### config.mk
export PLATFORM = sky130hd
export DESIGN_NAME = hazard_control_unit
export DESIGN_NICKNAME = d
export VERILOG_FILES = /design/src/rtl/hazard_control_unit.sv
export SDC_FILE = /design/constraint.sdc
export NUM_CORES = 1
export LEC_CHECK = 0
export CORE_UTILIZATION = 30
export CTS_BUF_LIST = sky130_fd_sc_hd__clkbuf_4
export CTS_CLUSTER_SIZE = 24
export DETAILED_ROUTE_END_ITERATION = 8
export HOLD_SLACK_MARGIN = 0.12
export PLACE_DENSITY_LB_ADDON = 0.25
export SETUP_SLACK_MARGIN = 0.2
export SYNTH_ARGS = -nofsm -noshare
export SYNTH_HDL_FRONTEND = slang
export SYNTH_SLANG_ARGS = --single-unit
### constraint.sdc
create_clock -name clk -period 1.95 [get_ports clk]
set_clock_uncertainty 0.15 [all_clocks]
set_input_delay 0.195 -clock clk [delete_from_list [all_inputs] [get_ports clk]]
set_output_delay 0.195 -clock clk [all_outputs]
set_load 0.005 [all_outputs]
### src/rtl/hazard_control_unit.sv
// hazard_control_unit: load-use/branch stall, branch/jump flush control with optional stats (HAZARD_STATS_EN).
module hazard_control_unit (
  input  logic        clk,
  input  logic        rst,
  input  logic [5:0]  opcode,
  input  logic [4:0]  IF_ID_rs,
  input  logic [4:0]  IF_ID_rt,
  input  logic        ID_EX_reg_write,
  input  logic        ID_EX_mem_read,
  input  logic [4:0]  ID_EX_dst,
  input  logic        EX_MEM_mem_read,
  input  logic [4:0]  EX_MEM_dst,
  input  logic        regs_equal,
  output logic        pc_write,
  output logic        IF_ID_write,
  output logic        IF_ID_flush,
  output logic        ID_EX_bubble,
  output logic        pc_src,
  output logic        pc_jump,
  output logic [15:0] stall_count,
  output logic [15:0] flush_count
);
  localparam logic [0:0] RUN   = 1'b0;
  localparam logic [0:0] STALL = 1'b1;
  logic [0:0] state_q, state_d;
  logic       cnt_q, cnt_d;
  logic       is_r, is_j, is_beq, is_bne, is_sw, branch, uses_rt;
  logic       m_idex, m_exmem, n2, n1, stall, take;
  assign is_r    = opcode == 6'b000000;
  assign is_j    = opcode == 6'b000010;
  assign is_beq  = opcode == 6'b000100;
  assign is_bne  = opcode == 6'b000101;
  assign is_sw   = opcode == 6'b101011;
  assign branch  = is_beq | is_bne;
  assign uses_rt = is_r | branch | is_sw;
  assign m_idex  = (ID_EX_dst != 5'd0) && (ID_EX_dst == IF_ID_rs || (uses_rt && ID_EX_dst == IF_ID_rt));
  assign m_exmem = (EX_MEM_dst != 5'd0) && (EX_MEM_dst == IF_ID_rs || (uses_rt && EX_MEM_dst == IF_ID_rt));
  assign n2 = branch & ID_EX_mem_read & m_idex;
  assign n1 = (branch & ID_EX_reg_write & m_idex) | (branch & EX_MEM_mem_read & m_exmem) |
              (~branch & ID_EX_mem_read & m_idex);
  // STALL state forces a stall regardless of the current hazard decode
  assign stall        = (state_q == STALL) | n2 | n1;
  assign take         = ~stall & ((is_beq & regs_equal) | (is_bne & ~regs_equal));
  assign pc_write     = ~stall;
  assign IF_ID_write  = ~stall;
  assign ID_EX_bubble = stall;
  assign pc_src       = take;
  assign pc_jump      = ~stall & is_j;
  assign IF_ID_flush  = take | (~stall & is_j);
  always_comb begin
    state_d = (state_q == STALL) ? (cnt_q ? RUN : STALL) : (n2 ? STALL : RUN);
    cnt_d   = (state_q == STALL) ? cnt_q - 1'b1 : n2;
  end
  always_ff @(posedge clk or negedge rst) begin
    if (!rst) begin
      state_q <= RUN;
      cnt_q   <= 1'b0;
    end else begin
      state_q <= state_d;
      cnt_q   <= cnt_d;
    end
  end
`ifdef HAZARD_STATS_EN
  logic [15:0] stall_q, flush_q;
  always_ff @(posedge clk or negedge rst) begin
    if (!rst) begin
      stall_q <= 16'd0;
      flush_q <= 16'd0;
    end else begin
      stall_q <= stall_q + {15'd0, ID_EX_bubble & ~&stall_q};
      flush_q <= flush_q + {15'd0, IF_ID_flush & ~&flush_q};
    end
  end
  assign stall_count = stall_q;
  assign flush_count = flush_q;
`else
  assign stall_count = 16'd0;
  assign flush_count = 16'd0;
`endif
endmodule

## After elaboration in Yosys (flattened, before gate mapping)

Cells that the tools add are included.

- Add/subtract/negate cells: 1
- Divide/modulo/power cells: 0
- $lt $le $gt $ge: 0
- Bitwise logic cells: 24
- Reductions and logical operators: 9
- Multiplexer cells: 4
- Shifts and indexed selects: 0
- Equal/unequal tests: 8
- Multiply operators: 0

Operator list:

| kind | number |
|---|---|
| $eq A5 B5 Y1 | 4 |
| $and A1 B1 Y1 | 12 |
| $eq A6 B3 Y1 const B | 2 |
| $reduce_bool A5 Y1 | 2 |
| $or A1 B1 Y1 | 9 |
| $eq A6 B2 Y1 const B | 1 |
| $eq A6 B6 Y1 const B | 1 |
| $logic_not A6 Y1 | 1 |
| $logic_and A1 B1 Y1 | 4 |
| $mux W1 | 4 |
| $not A1 Y1 | 3 |
| $logic_or A1 B1 Y1 | 2 |
| $sub A1 B1 Y1 const B | 1 |

- Latch bits: 0
- Bits of input ports: 32
- RAM bits: 0
- Output and inout port bits: 38
- Register bits: 2
- Memories: 0
- Bits in read-only memories: 0

## Longest topological paths before layout

Gate-level depths: netlist (run 1).

- Depth after elaboration: 14
- Gate-level depth with buffers: 6
- Mapped depth without buffers: 5

## Worst setup path after synthesis (run 1)

Ideal clock, no wire load.

- Kind: input-to-output
- Start point: input port opcode[5]
- End point: output port pc_write
- Path slack: 0.081 ns
- Cell stages on the path: 5
- Arrival time: 1.524 ns
- Cells stage by stage: or4_4 -> a2111oi_4 -> o31a_4 -> nor2_1 -> buf_4

- Cells in the longest elaborated chain, start to end: 12
- Elaborated cells on any way between the ends: 27
- Classes of those cells: 3 x eq/ne; 17 x bitwise; 7 x reduce/logical

RTL lines:

| what | RTL line | source |
|---|---|---|
| start, declared | 5 | `input logic [5:0] opcode,` |
| $eq A6 B3 Y1 (on tied branches) | 31, 32 |  |
| $or A1 B1 Y1 | 34 | `assign branch = is_beq \| is_bne;` |
| $or A1 B1 Y1 (2 in a row) | 35 | `assign uses_rt = is_r \| branch \| is_sw;` |
| $logic_and A1 B1 Y1 (on tied branches) | 36, 37 |  |
| $logic_or A1 B1 Y1 (on tied branches) | 36, 37 |  |
| $logic_and A1 B1 Y1 (on tied branches) | 36, 37 |  |
| $and A1 B1 Y1 | 39 | `assign n1 = (branch & ID_EX_reg_write & m_idex) \| (branch & EX_MEM_mem_read & m_exmem) \|` |
| $or A1 B1 Y1 (2 in a row) | 39 |  |
| $or A1 B1 Y1 * | 42 | `assign stall = (state_q == STALL) \| n2 \| n1;` |
| $not A1 Y1 * | -- |  |
| end, declared | 14 | `output logic pc_write,` |

Every way passes the cells marked *; elsewhere a longest branch is shown, timed or not.

## Worst setup path in the final report (run 1)

- Start point: input port opcode[0]
- End point: output port IF_ID_flush

- Cells in the longest elaborated chain, start to end: 14
- Elaborated cells on any way between the ends: 34
- Classes of those cells: 4 x eq/ne; 23 x bitwise; 7 x reduce/logical

RTL lines:

| what | RTL line | source |
|---|---|---|
| $eq A6 B3 Y1 (on tied branches) | 31, 32 |  |
| $or A1 B1 Y1 | 34 |  |
| $or A1 B1 Y1 (2 in a row) | 35 |  |
| $logic_and A1 B1 Y1 (on tied branches) | 36, 37 |  |
| $logic_or A1 B1 Y1 (on tied branches) | 36, 37 |  |
| $logic_and A1 B1 Y1 (on tied branches) | 36, 37 |  |
| $and A1 B1 Y1 | 39 |  |
| $or A1 B1 Y1 (2 in a row) | 39 |  |
| $or A1 B1 Y1 | 42 |  |
| $not A1 Y1 | 43, 49 |  |
| $and A1 B1 Y1 (on tied branches) | 43, 49 |  |
| $or A1 B1 Y1 * | 49 | `assign IF_ID_flush = take \| (~stall & is_j);` |
| end, declared | 16 | `output logic IF_ID_flush,` |

Marks and branches as above.

==> results of run 1 <==
==> worst max-delay path by stage <==
stage / to / depth (start not counted)
floorplan: pc_write / 5
global placement: ID_EX_bubble / 7
detailed placement: pc_src / 7
CTS: IF_ID_flush / 8
global route: IF_ID_flush / 7
finish: IF_ID_flush / 8
==> layout by cell type, fill, tap and decap left out, types with 2 or more instances in the layout <==
master	count
buf_2	9
or4_4	2
xor2_1	8
nor2_4	2
nand2_1	2
nor3_1	2
nor3_2	3
buf_4	23
conb_1	32
a2111oi_4	2
nand4_1	2
nand3_1	3
clkdlybuf4s50_1	8
xnor2_1	12
buf_6	3
dlygate4sd2_1	18
==> critical path, cell delays in order <==
cell and delay, ns:
buf_6 0.09, nor2b_4 0.11, or4_4 0.49, a2111oi_4 0.40, o31a_4 0.22, buf_6 0.11, a2111oi_4 0.03, buf_2 0.13
==> cells in the mapped netlist, types with 2 or more instances <==
library cell / n / share of area [%]
or4_1: 2 / 2.1
buf_4: 33 / 35
nor2_1: 3 / 1.6
xor2_1: 9 / 11
nand2_1: 2 / 1.1
nand4_1: 2 / 1.8
xnor2_1: 12 / 15
nand3_1: 3 / 2.1
nor3_1: 5 / 3.5
==> area by class of cell <==
class,count,share of cell area [%]
tap,28,2.96
timing repair buffer,62,42.2
sequential,1,2.12
multi-input combinational,86,52.7
==> kinds of logic (layout without fill, tap and decap cells) <==
kind of cell,count (synthesis),after routing
AND/OR/NAND/NOR,25,25
AO/OA/AOI/OAI,8,8
other,1,32
XOR/XNOR,21,21
buffers and inverters,33,62
flip-flops,1,1
==> routing by layer <==
layer	up-vias	track usage, %	part of all wire, %
li1	361	-	-
met1	323	15.9	36
met2	40	33.6	56
met3	0	1.21	8.0
met4	0	0	0
met5	-	0	0
==> stage by stage <==
| step | std cells | hold slack (ns) | power [uW] |
|---|---|---|---|
| after global routing | 177 | 0.210 | 233 |
| after CTS | 176 | 0.199 | 212 |
| after detailed placement | 173 | 0.199 | 217 |
| after global placement | 173 | 0.195 | 214 |
| after floorplan | 120 | -0.251 | 139 |
| final | 177 | 0.197 | 214 |
==> power by group through the flow <==
stage                     clock network, uW  logic, uW  registers [uW]
after floorplan                           0        117            21.2
after global placement                    0        193            21.2
after detailed placement                  0        196            21.2
after CTS                                 0        190            21.2
after global routing                      0        212            21.2
final                                     0        193            21.2
==> what timing repair did <==
action                                  CTS  global route
resized for setup                        74             1
pin swaps                                15             4
setup buffers                             3             1
endpoints found under the setup margin    7             7
==> flow_summary_export.csv, run 1 <==
group,metric,value,unit
outcome,outcome,"complete, but fails checks",
outcome,violations,"negative setup slack",
final_layout,nNetsFinal,183,
clocking,postCtsHoldBufs,0,
pwr,p_comb_share,90.1,%
synth,yosysWarnings,0,
sta,setup_tns,-0.858,ns
synth,synthAdderAreaFrac,0,%
worst_setup_path,worstSetupEndpointType,"output port",
global_route,grt_start_max_net_pins,5,
routing,dr.pass1.iters,4,
die,pin_count,70,
synth,ys_ff_latch,1,
routing,wl_per_cell,10.7,um
die,fp.dieW,50.5,um
worst_setup_path,regToRegEndpoint,"cnt_q",
synth,synth_top_family_by_area,"buffers and inverters",
sta,hold_violations,0,
final_layout,multi_input_area,623,um^2
die,die_y,50.5,um
place,place_ws,-0.834,ns
sta,fin_ws,-0.186,ns
worst_setup_path,timing.rr.start,"cnt_q",
synth,async_flop_share,100,%
global_route,antenna_found_initial,0,
routing,drt_iter0_markers,3,
pwr,p_leak,0.000540,uW
synth,synth_simple_gate_area_share,21.5,%
global_route,grt_pass1_wl,3080,um
final_layout,final_util,53.5,%
routing,ant_nets,0,
synth,ys_seq_area_share,3.55,%
worst_setup_path,path_class,"in2out",
synth,muxShareOfSynthArea,0,%
global_route,track_usage,15.3,%
die,rows,17,
place,gp_congestion,0.739,
routing,vias,724,
final_layout,layout.area.seq,25.0,um^2
pwr,p_seq_share,9.9,%
synth,netlist_area,706,um^2
flow_run,cap_violations,0,
sta,post-route-period-util,110,%
hold_path,hp-class,"in2async",
worst_setup_path,worst-r2r-cell-count,2,
routing,wl,1900,um
final_layout,drive_above_1_share,32.9,%
pwr,p_switching,87.0,uW
final_layout,area_delta_synth_final,67.6,%
sta,fmax,468,MHz
worst_setup_path,critical_path.startpoint,"opcode[0]",
sta,rsz0062_at_grt,"true",
pwr,swShare,40.6,%
synth,synthXorXnorAreaFrac,26.1,%
synth,avgSynthCellArea,7.93,um^2
die,core_area,0.00221,mm^2
final_layout,fillers,247,
worst_setup_path,r2r_slack,0.84,ns
die,start_util,31.9,%
place,placed_area,0.00114,mm^2
sta,setup_viol,6,
synth,synthCells,89,
synth,synth_cell_types,27,
place,numPortBuffers,37,
die,die_area,0.00255,mm^2
synth,synth-compound-area-share,13.3,%
pwr,power.density,181,mW/mm^2
place,dp_hpwl,1600,um
pwr,irDropWorstVdd,0.0910,mV
synth,synth_edf_count,0,
final_layout,antennaDiodeCount,0,
worst_setup_path,critPathRequiredTime,1.60,ns
routing,via_per_inst,4.09,
final_layout,regMostFlops,"cnt_q",
clocking,clock_latency,0,ns
final_layout,postLayoutCellArea,0.00118,mm^2
final_layout,largest_reg_flops,1,
sta,slew_viol_final,0,
final_layout,top_regs,"cnt_q x1",
synth,ys.flop_type,"dfrtp_1",
worst_setup_path,worstPathArrival,1.79,ns
pwr,pwr-share-clk,0,%
worst_setup_path,critPathMaxFanout,4,
global_route,grt-ovfl-total,0,
global_route,first_global_vias,727,
sta,period_needed,2.14,ns
clocking,clk_pin_slew_worst_paths,0,ns
routing,drc,0,
worst_setup_path,cp-start-kind,"input port",
pwr,intPower,127,uW
(Power assumes the default switching activity.)
==> inputs of run 2 (changes only) <==
--- a/config.mk
+++ b/config.mk
@@ -10,7 +10,7 @@
 export CTS_CLUSTER_SIZE = 24
 export DETAILED_ROUTE_END_ITERATION = 8
 export HOLD_SLACK_MARGIN = 0.12
-export PLACE_DENSITY_LB_ADDON = 0.25
+export PLACE_DENSITY = 0.83
 export SETUP_SLACK_MARGIN = 0.2
 export SYNTH_ARGS = -nofsm -noshare
 export SYNTH_HDL_FRONTEND = slang
==> flow_summary_export.csv, run 2 (synthesized netlist as in run 1, its figures left out) <==
group,metric,value,unit
routing,via_per_inst,4.17,
worst_setup_path,cp-start-kind,"input port",
final_layout,largest_reg_flops,1,
routing,drt_iter0_markers,5,
final_layout,most-common-layout-cells,"conb_1 (32), buf_4 (20), clkbuf_2 (14)",
final_layout,layout_commonest_cell,"conb_1",
final_layout,antennaDiodeCount,0,
sta,hold_violations,0,
worst_setup_path,regToRegEndpoint,"cnt_q",
worst_setup_path,r2r_slack,0.89,ns
sta,slew_viol_final,0,
worst_setup_path,critPathMaxFanout,3,
place,dp_hpwl,1680,um
die,die_y,50.5,um
sta,hold_ws,0.196,ns
final_layout,drive_above_1_share,48.3,%
flow_run,cap_violations,0,
global_route,antenna_found_initial,0,
place,gp_congestion,0.797,
sta,rsz0062_at_grt,"true",
die,die_area,0.00255,mm^2
global_route,track_usage,17.1,%
die,pin_count,70,
worst_setup_path,critPathRequiredTime,1.60,ns
routing,ant_nets,0,
clocking,clock_latency,0,ns
final_layout,regMostFlops,"cnt_q",
routing,wl,2210,um
global_route,first_global_vias,733,
place,placed_area,0.00113,mm^2
die,start_util,31.9,%
final_layout,postLayoutCellArea,0.00127,mm^2
sta,fin_ws,-0.151,ns
sta,fmax,476,MHz
die,core_area,0.00221,mm^2
global_route,grt-ovfl-total,0,
die,fp.dieW,50.5,um
final_layout,area_delta_synth_final,79.4,%
routing,wl_per_cell,12.4,um
routing,drc,0,
place,numPortBuffers,37,
outcome,violations,"negative setup slack",
sta,period_needed,2.10,ns
clocking,clk_pin_slew_worst_paths,0,ns
worst_setup_path,path_class,"in2out",
worst_setup_path,worst-r2r-cell-count,2,
pwr,irDropWorstVdd,0.109,mV
final_layout,nNetsFinal,185,
global_route,grt_pass1_wl,3360,um
pwr,power.density,184,mW/mm^2
worst_setup_path,timing.rr.start,"cnt_q",
pwr,p_leak,0.000584,uW
global_route,grt_start_max_net_pins,5,
worst_setup_path,worstSetupEndpointType,"output port",
sta,post-route-period-util,108,%
routing,vias,747,
outcome,outcome,"complete, but fails checks",
worst_setup_path,worstPathArrival,1.76,ns
final_layout,top_regs,"cnt_q x1",
sta,setup_viol,5,
routing,dr.pass1.iters,5,
die,rows,17,
hold_path,hp-class,"in2async",
## run 2: changes by cell type in the layout (fill, tap and decap cells not counted), sizes merged
cell,delta
dlygate4sd2,-12
clkdlybuf4s50,-3
buf,+3
dlymetal6s2s,+1
clkdlybuf4s15,-1
clkbuf,+14
## run 2: where the power goes
group	switching, uW	total (uW)	internal [uW]
Clock	0	0	0
Sequential	0.0172	21.2	21.1
Combinational	101	212	111
## run 2: layer usage
metal	global-route usage [%]	vias to the layer above	routed length [um]	share of wire (%)
li1	-	362	-	-
met1	17.0	353	777	35
met2	37.1	30	1320	60
met3	2.42	2	102	4.6
met4	1.85	0	8	0.36
met5	0	-	0	0
## run 2: critical path, cell delays in order
cell	delay [ns]
buf_6	0.09
or4_4	0.54
nor2_4	0.10
o21bai_1	0.10
o31a_4	0.14
buf_6	0.13
a2111oi_4	0.29
buf_2	0.17
## run 2: how the worst max path moves through the flow
stage | from | to | slack [ns] | cells after the start
after detailed placement | ID_EX_dst[1] | pc_src | -0.81 | 7
final | ID_EX_dst[2] | IF_ID_flush | -0.15 | 8
after CTS | opcode[0] | IF_ID_flush | -0.20 | 8
after floorplan | opcode[3] | pc_write | 0.16 | 5
after global routing | ID_EX_dst[3] | IF_ID_flush | -0.23 | 10
after global placement | ID_EX_dst[1] | pc_src | -0.79 | 7
## run 2: what timing repair did
action                                  4_1_cts  5_1_grt
pin swaps                                    17       19
endpoints found under the setup margin        7        7
gates resized for setup                      78       45
hold buffers                                  0        0
buffers inserted                              6        2
cloned                                        0        0
## run 2: through the flow
stage / cells / total power [uW] / setup WS [ns] / setup TNS, ns / utilization, %
after detailed placement: 171 / 213 / -0.813 / -4.75 / 51.1
final: 179 / 233 / -0.151 / -0.638 / 57.2
after global placement: 171 / 208 / -0.793 / -4.48 / 51.1
after global routing: 179 / 250 / -0.230 / -1.00 / 57.2
after CTS: 177 / 212 / -0.199 / -0.998 / 54.9
after floorplan: 120 / 139 / 0.157 / 0 / -
## run 2: final cells by class
class	count	area, um^2
Fill cell	190	946
Multi-Input combinational cell	86	694
Timing Repair Buffer	64	512
Tap cell	28	35.0
Sequential cell	1	25.0
